===== src/rtl/stopwatch_pkg.sv =====
// Shared stopwatch definitions: counter-control encoding and debounce defaults.
// Used by the control front end and by the downstream time counter.
package stopwatch_pkg;

    typedef enum logic [1:0] {
        IDLE  = 2'b00,
        COUNT = 2'b01,
        PAUSE = 2'b10
    } cnt_ctrl_e;

    localparam int DEB_CNT_SIM     = 4;
    localparam int DEB_CNT_SILICON = 500000;
    localparam int DEB_W_DEFAULT   = 20;

endpackage


===== src/rtl/btn_debounce.sv =====
// One push-button front end: 2-flop synchroniser, stability debouncer and
// rising-edge detector producing a registered single-cycle press pulse.
module btn_debounce
    import stopwatch_pkg::*;
#(
    parameter int DEB_CNT = DEB_CNT_SIM,
    parameter int DEB_W   = DEB_W_DEFAULT
) (
    input  logic clk,
    input  logic rst,
    input  logic btn_i,
    output logic press_o
);

    logic             sync1_q;
    logic             sync2_q;
    logic [DEB_W-1:0] cnt_q;
    logic [DEB_W-1:0] cnt_d;
    logic             level_q;
    logic             level_d;
    logic             level_prev_q;
    logic             press_q;

    // A differing level is accepted only after DEB_CNT consecutive differing cycles.
    always_comb begin
        cnt_d   = '0;
        level_d = level_q;
        if (sync2_q != level_q) begin
            if (cnt_q == DEB_W'(DEB_CNT - 1)) begin
                level_d = ~level_q;
            end else begin
                cnt_d = cnt_q + DEB_W'(1);
            end
        end
    end

    always_ff @(posedge clk or posedge rst) begin
        if (rst) begin
            sync1_q      <= 1'b0;
            sync2_q      <= 1'b0;
            cnt_q        <= '0;
            level_q      <= 1'b0;
            level_prev_q <= 1'b0;
            press_q      <= 1'b0;
        end else begin
            sync1_q      <= btn_i;
            sync2_q      <= sync1_q;
            cnt_q        <= cnt_d;
            level_q      <= level_d;
            level_prev_q <= level_q;
            press_q      <= level_q & ~level_prev_q;
        end
    end

    assign press_o = press_q;

endmodule


===== src/rtl/stopwatch_ctrl_fsm.sv =====
// Stopwatch control front end: debounced buttons drive a Moore FSM whose state is cnt_ctrl.
// Define STOPWATCH_LAP_EN to add the lap button and the lap_hold display-freeze register.
module stopwatch_ctrl_fsm
    import stopwatch_pkg::*;
#(
    parameter int DEB_CNT = DEB_CNT_SIM,
    parameter int DEB_W   = DEB_W_DEFAULT
) (
    input  logic       clk,
    input  logic       rst,
    input  logic       btn_start_stop,
    input  logic       btn_clear,
`ifdef STOPWATCH_LAP_EN
    input  logic       btn_lap,
`endif
    output logic [1:0] cnt_ctrl,
    output logic       lap_hold
);

`ifdef STOPWATCH_LAP_EN
    localparam int NUM_BTN = 3;
    logic [NUM_BTN-1:0] btn_raw;
    assign btn_raw = {btn_lap, btn_clear, btn_start_stop};
`else
    localparam int NUM_BTN = 2;
    logic [NUM_BTN-1:0] btn_raw;
    assign btn_raw = {btn_clear, btn_start_stop};
`endif

    logic [NUM_BTN-1:0] press;

    generate
        for (genvar gi = 0; gi < NUM_BTN; gi++) begin : g_btn
            btn_debounce #(
                .DEB_CNT (DEB_CNT),
                .DEB_W   (DEB_W)
            ) u_btn_debounce (
                .clk     (clk),
                .rst     (rst),
                .btn_i   (btn_raw[gi]),
                .press_o (press[gi])
            );
        end
    endgenerate

    logic      start_stop_p;
    logic      clear_p;
    cnt_ctrl_e state_q;
    cnt_ctrl_e state_d;

    assign start_stop_p = press[0];
    assign clear_p      = press[1];

    // Clear beats start_stop in IDLE and PAUSE; clear has no effect in COUNT.
    always_comb begin
        state_d = state_q;
        case (state_q)
            IDLE:    if (!clear_p && start_stop_p) state_d = COUNT;
            COUNT:   if (start_stop_p) state_d = PAUSE;
            PAUSE: begin
                if (clear_p)           state_d = IDLE;
                else if (start_stop_p) state_d = COUNT;
            end
            default: state_d = IDLE;
        endcase
    end

    always_ff @(posedge clk or posedge rst) begin
        if (rst) state_q <= IDLE;
        else     state_q <= state_d;
    end

    assign cnt_ctrl = state_q;

`ifdef STOPWATCH_LAP_EN
    logic lap_p;
    logic lap_hold_q;
    logic lap_hold_d;

    assign lap_p = press[2];

    always_comb begin
        lap_hold_d = lap_hold_q;
        if (lap_p && state_q == COUNT)      lap_hold_d = ~lap_hold_q;
        else if (lap_p && state_q == PAUSE) lap_hold_d = 1'b0;
        if (state_d == IDLE)                lap_hold_d = 1'b0;
    end

    always_ff @(posedge clk or posedge rst) begin
        if (rst) lap_hold_q <= 1'b0;
        else     lap_hold_q <= lap_hold_d;
    end

    assign lap_hold = lap_hold_q;
`else
    assign lap_hold = 1'b0;
`endif

endmodule


===== config.mk =====
export PLATFORM = sky130hd
export DESIGN_NAME = stopwatch_ctrl_fsm
export DESIGN_NICKNAME = d
export VERILOG_FILES = /design/src/rtl/stopwatch_pkg.sv /design/src/rtl/btn_debounce.sv /design/src/rtl/stopwatch_ctrl_fsm.sv
export SDC_FILE = /design/constraint.sdc
export NUM_CORES = 1
export LEC_CHECK = 0
export BUFFER_PORTS_ARGS = -buffer_cell sky130_fd_sc_hd__buf_4
export CAP_MARGIN = 20
export CORE_MARGIN = 5
export CORE_UTILIZATION = 55
export DETAILED_ROUTE_END_ITERATION = 16
export PLACE_DENSITY = 0.72
export REMOVE_ABC_BUFFERS = 1
export SYNTH_ARGS = -nofsm -noshare
export SYNTH_HDL_FRONTEND = slang
export SYNTH_HIERARCHICAL = 1
export SYNTH_SLANG_ARGS = --single-unit

===== constraint.sdc =====
create_clock -name clk -period 2.93 [get_ports clk]
set_input_delay 0.4395 -clock clk [delete_from_list [all_inputs] [get_ports clk]]
set_output_delay 0.4395 -clock clk [all_outputs]
set_load 0.02 [all_outputs]

==> flow_results.xml <==
<?xml version="1.0" encoding="UTF-8"?>
<metrics>
  <group name="outcome">
    <metric name="run_status" unit="">completed</metric>
  </group>
  <group name="clocking">
    <metric name="cts.repair.resized" unit="">0</metric>
    <metric name="cts.root.buffer_cell" unit="">sky130_fd_sc_hd__clkbuf_8</metric>
    <metric name="tritoncts" unit="">built</metric>
    <metric name="worst_skew_pair.late_latency" unit="ps">300</metric>
    <metric name="clk_pin_slew_worst_paths" unit="ps">90</metric>
    <metric name="cts_buffers" unit="">5</metric>
    <metric name="tritoncts_num_sinks" unit="">52</metric>
    <metric name="post_cts_setup_bufs" unit="">0</metric>
    <metric name="cts-htree-levels" unit="">2</metric>
    <metric name="max-clock-path-buffers" unit="">2</metric>
    <metric name="hold_buffers" unit="">1</metric>
  </group>
  <group name="drt">
    <metric name="drtAntennaViolNets" unit="">0</metric>
    <metric name="avgViaCountPerCell" unit="">5.80</metric>
    <metric name="detail_route.first_pass.iterations" unit="">4</metric>
    <metric name="finalWirelength" unit="um">4680</metric>
    <metric name="drt_iter0_markers" unit="">266</metric>
    <metric name="num_vias" unit="">1763</metric>
    <metric name="detail_route.wl_per_cell" unit="um">15.4</metric>
    <metric name="detail_route.drc_violations" unit="">0</metric>
  </group>
  <group name="grt">
    <metric name="grt-ovfl-total" unit="">0</metric>
    <metric name="pin_count_of_the_biggest_net_entering_global_routing" unit="">26</metric>
    <metric name="grt.total_usage" unit="%">16.8</metric>
    <metric name="via_count_of_the_first_global_routing_pass" unit="">1748</metric>
    <metric name="grt_antenna_before_repair" unit="">0</metric>
    <metric name="first_pass_grt_wire_length" unit="um">8470</metric>
  </group>
  <group name="critical_path">
    <metric name="critical_path_arrival" unit="ps">2020</metric>
    <metric name="critical_path_peak_fanout" unit="">5</metric>
    <metric name="worst_setup_path_start_kind" unit="">flop</metric>
    <metric name="category_of_the_most_critical_setup_path" unit="">flop to flop</metric>
    <metric name="crit_path_cell_trace" unit="">ha_1, nand3_1, or4_4, o21ai_1, a21oi_1</metric>
    <metric name="timing.critical_path.required" unit="ps">3090</metric>
    <metric name="cpPeakStageDelay" unit="ps">580</metric>
    <metric name="critical_path.slowest_cell" unit="">sky130_fd_sc_hd__or4_4</metric>
    <metric name="setup.worst_path.end_class" unit="">flop</metric>
  </group>
  <group name="floorplanning">
    <metric name="die_x" unit="um">78.1</metric>
    <metric name="ioPinCount" unit="">7</metric>
    <metric name="initial_utilization" unit="%">57.7</metric>
    <metric name="fp.dieArea" unit="mm^2">0.00610</metric>
    <metric name="num_rows" unit="">24</metric>
    <metric name="die-height" unit="um">78.1</metric>
    <metric name="core_region_area" unit="mm^2">0.00441</metric>
  </group>
  <group name="place">
    <metric name="post_dp_cell_area" unit="mm^2">0.00263</metric>
    <metric name="finalWeightedCongestion" unit="">0.798</metric>
    <metric name="buffer_ports.inserted" unit="">5</metric>
    <metric name="dp_wirelength" unit="um">3150</metric>
    <metric name="post_place_setup_slack" unit="ps">1110</metric>
  </group>
  <group name="sta">
    <metric name="timing_max_transition_violations_final" unit="">0</metric>
    <metric name="final_hold_viol_count" unit="">0</metric>
    <metric name="maxClockFrequency" unit="MHz">536</metric>
    <metric name="rsz0062_at_grt" unit="">no</metric>
    <metric name="worst-slew-pin-transition" unit="ps">933</metric>
    <metric name="final_critical_path_setup_slack" unit="ps">1070</metric>
    <metric name="clock-skew-final" unit="ps">6.14</metric>
    <metric name="fin_crit_sh" unit="%">63.6</metric>
    <metric name="finalSetupTns" unit="ps">0</metric>
    <metric name="max_slew_margin" unit="%">37.7</metric>
    <metric name="timing.final.setup_violations" unit="">0</metric>
    <metric name="final.min_clock_period" unit="ps">1860</metric>
  </group>
  <group name="pwr">
    <metric name="total_power" unit="mW">1.60</metric>
    <metric name="power_frac_clock" unit="%">23.9</metric>
    <metric name="internal" unit="mW">1.09</metric>
    <metric name="comb_power_share" unit="%">20.4</metric>
    <metric name="ir_worst_vdd" unit="uV">322</metric>
    <metric name="powerDensity" unit="mW/mm^2">584</metric>
    <metric name="seqPwrFrac" unit="%">55.7</metric>
    <metric name="power.share.switching" unit="%">31.9</metric>
    <metric name="power.switching" unit="mW">0.511</metric>
    <metric name="static_leakage" unit="nW">1.18</metric>
  </group>
  <group name="finish">
    <metric name="multi_input_area" unit="mm^2">0.00118</metric>
    <metric name="final.fill_count" unit="">381</metric>
    <metric name="syn2layout_area_growth" unit="%">7.71</metric>
    <metric name="finish.instance_area" unit="mm^2">0.00275</metric>
    <metric name="n_antenna_cell" unit="">0</metric>
    <metric name="drive_gt1_share" unit="%">11.1</metric>
    <metric name="layout.area.seq" unit="mm^2">0.00130</metric>
    <metric name="finalNetCount" unit="">260</metric>
  </group>
  <group name="synthesis">
    <metric name="syn_area" unit="mm^2">0.00255</metric>
    <metric name="yosys_warnings" unit="">6</metric>
    <metric name="synth_top_family_by_area" unit="">simple AND/OR/NAND/NOR gates</metric>
    <metric name="postSynthAreaPerCell" unit="um^2">10.5</metric>
    <metric name="postSynth.asyncResetShare" unit="%">100</metric>
    <metric name="compound_cell_area_share_of_the_yosys_netlist" unit="%">3.63</metric>
    <metric name="synth_ff_type" unit="">sky130_fd_sc_hd__dfrtp_1</metric>
    <metric name="synth_xor_xnor_area_share" unit="%">10.3</metric>
    <metric name="synthSimpleGateAreaFrac" unit="%">29.4</metric>
    <metric name="synth-seq-area-share" unit="%">51.1</metric>
    <metric name="post_synth_inst_count" unit="">243</metric>
    <metric name="post_synth_fa_ha_maj_area_fraction" unit="%">1.96</metric>
    <metric name="ys_seq_elements" unit="">52</metric>
    <metric name="unique_masters_post_synth" unit="">31</metric>
    <metric name="synth-edff-count" unit="">0</metric>
    <metric name="synth.area.mux_share" unit="%">0.884</metric>
  </group>
  <group name="job">
    <metric name="drv_cap" unit="">0</metric>
  </group>
  <group name="worst_hold_path">
    <metric name="hold_path.class" unit="">primary input to flop</metric>
  </group>
</metrics>
==> sequential cells by signal, summed over array words and instances, names as in the netlist <==
name	count
g_btn.u_btn_debounce/cnt_q	40
g_btn.u_btn_debounce/sync2_q	2
g_btn.u_btn_debounce/level_q	2
g_btn.u_btn_debounce/press_o	2
cnt_ctrl	2
g_btn.u_btn_debounce/level_prev_q	2
g_btn.u_btn_debounce/sync1_q	2
==> area by class of cell <==
| cell class | instances | share of cell area (%) |
|---|---|---|
| inverters | 11 | 1.50 |
| multi-input cells | 175 | 43.0 |
| clock buffers | 5 | 2.51 |
| flip-flops and latches | 52 | 47.4 |
| well taps | 52 | 2.37 |
| clock inverters | 2 | 0.456 |
| repair buffers | 7 | 2.73 |
==> layer usage <==
layer	routed length (um)	track usage, %	vias up
li1	-	-	863
met1	2260	25.4	866
met2	2160	24.8	30
met3	205	3.09	4
met4	57	5.07	0
met5	0	0	-
==> synth_stat cells, types with 4 or more instances <==
cell type                  instances  area (um^2)
sky130_fd_sc_hd__o21ai_1           4         20.0
sky130_fd_sc_hd__nor4_1           16          100
sky130_fd_sc_hd__nor2_1           46          173
sky130_fd_sc_hd__a21oi_1           8         40.0
sky130_fd_sc_hd__nor4_4            4         85.1
sky130_fd_sc_hd__and3_1            4         25.0
sky130_fd_sc_hd__nand4_1           8         50.1
sky130_fd_sc_hd__ha_1              4         50.1
sky130_fd_sc_hd__dfrtp_1          52         1300
sky130_fd_sc_hd__xor2_1            4         35.0
sky130_fd_sc_hd__nand2_1          11         41.3
sky130_fd_sc_hd__nand4b_1          4         35.0
sky130_fd_sc_hd__xnor2_1          26          228
sky130_fd_sc_hd__nand3_1           8         40.0
sky130_fd_sc_hd__nor3_1            8         40.0
sky130_fd_sc_hd__inv_1            11         41.3
==> critical path: cells and delay by family (launching register included) <==
family / cells / cell delay, ps
fa+ha+maj: 1 / 240
flops: 1 / 440
simple gates: 2 / 800
compound gates: 2 / 250
==> placed cells by master (no fill, tap or decap), types with 8 or more instances in the layout <==
cell type                 netlist  routed
sky130_fd_sc_hd__a21oi_1        8       8
sky130_fd_sc_hd__dfrtp_1       52      52
sky130_fd_sc_hd__inv_1         11      11
sky130_fd_sc_hd__nand2_1       11      11
sky130_fd_sc_hd__nand3_1        8       8
sky130_fd_sc_hd__nand4_1        8       8
sky130_fd_sc_hd__nor2_1        46      46
sky130_fd_sc_hd__nor3_1         8       8
sky130_fd_sc_hd__nor4_1        16      16
sky130_fd_sc_hd__xnor2_1       26      26
==> metrics by stage <==
step / instances / utilization, % / hold slack [ps]
2_1_floorplan: 238 / - / 181
3_3_place_gp: 295 / 59.5 / 316
3_5_place_dp: 295 / 59.5 / 319
4_1_cts: 303 / 61.6 / 236
5_1_grt: 304 / 62.2 / 224
6_report: 304 / 62.2 / 243
==> cells by family after synthesis <==
| kind of cell | Yosys count |
|---|---|
| and+or+nand+nor | 123 |
| xor gates and xnor gates | 30 |
| AOI/OAI and AO/OA | 15 |
| adders and majority gates | 4 |
| buffers and inverters | 16 |
| other | 1 |
| DFF | 52 |
| muxes | 2 |
==> final timing paths <==
check,startpoint,end,slack [ps],cells after the start
min in group asynchronous,rst,cnt_ctrl[0]$_DFFE_PP0P_,560,3
worst max register to register,g_btn[0].u_btn_debounce/cnt_q[0]$_DFF_PP0_,g_btn[0].u_btn_debounce/cnt_q[16]$_DFF_PP0_,1070,5
worst min-delay path,btn_start_stop,g_btn[0].u_btn_debounce/sync1_q$_DFF_PP0_,240,1
worst min register to register,g_btn[0].u_btn_debounce/sync1_q$_DFF_PP0_,g_btn[0].u_btn_debounce/sync2_q$_DFF_PP0_,360,0
worst max-delay path,g_btn[0].u_btn_debounce/cnt_q[0]$_DFF_PP0_,g_btn[0].u_btn_debounce/cnt_q[16]$_DFF_PP0_,1070,5
max in group asynchronous,rst,g_btn[1].u_btn_debounce/cnt_q[1]$_DFF_PP0_,1440,3
==> power by group through the flow <==
stage | clock network [mW] | logic, mW | registers [mW]
global placement | 0 | 0.313 | 0.898
global route | 0.427 | 0.362 | 0.910
CTS | 0.395 | 0.323 | 0.892
detailed placement | 0 | 0.319 | 0.906
floorplan | 0 | 0.217 | 0.900
finish | 0.384 | 0.326 | 0.894
Power figures use the tool's default switching activity.
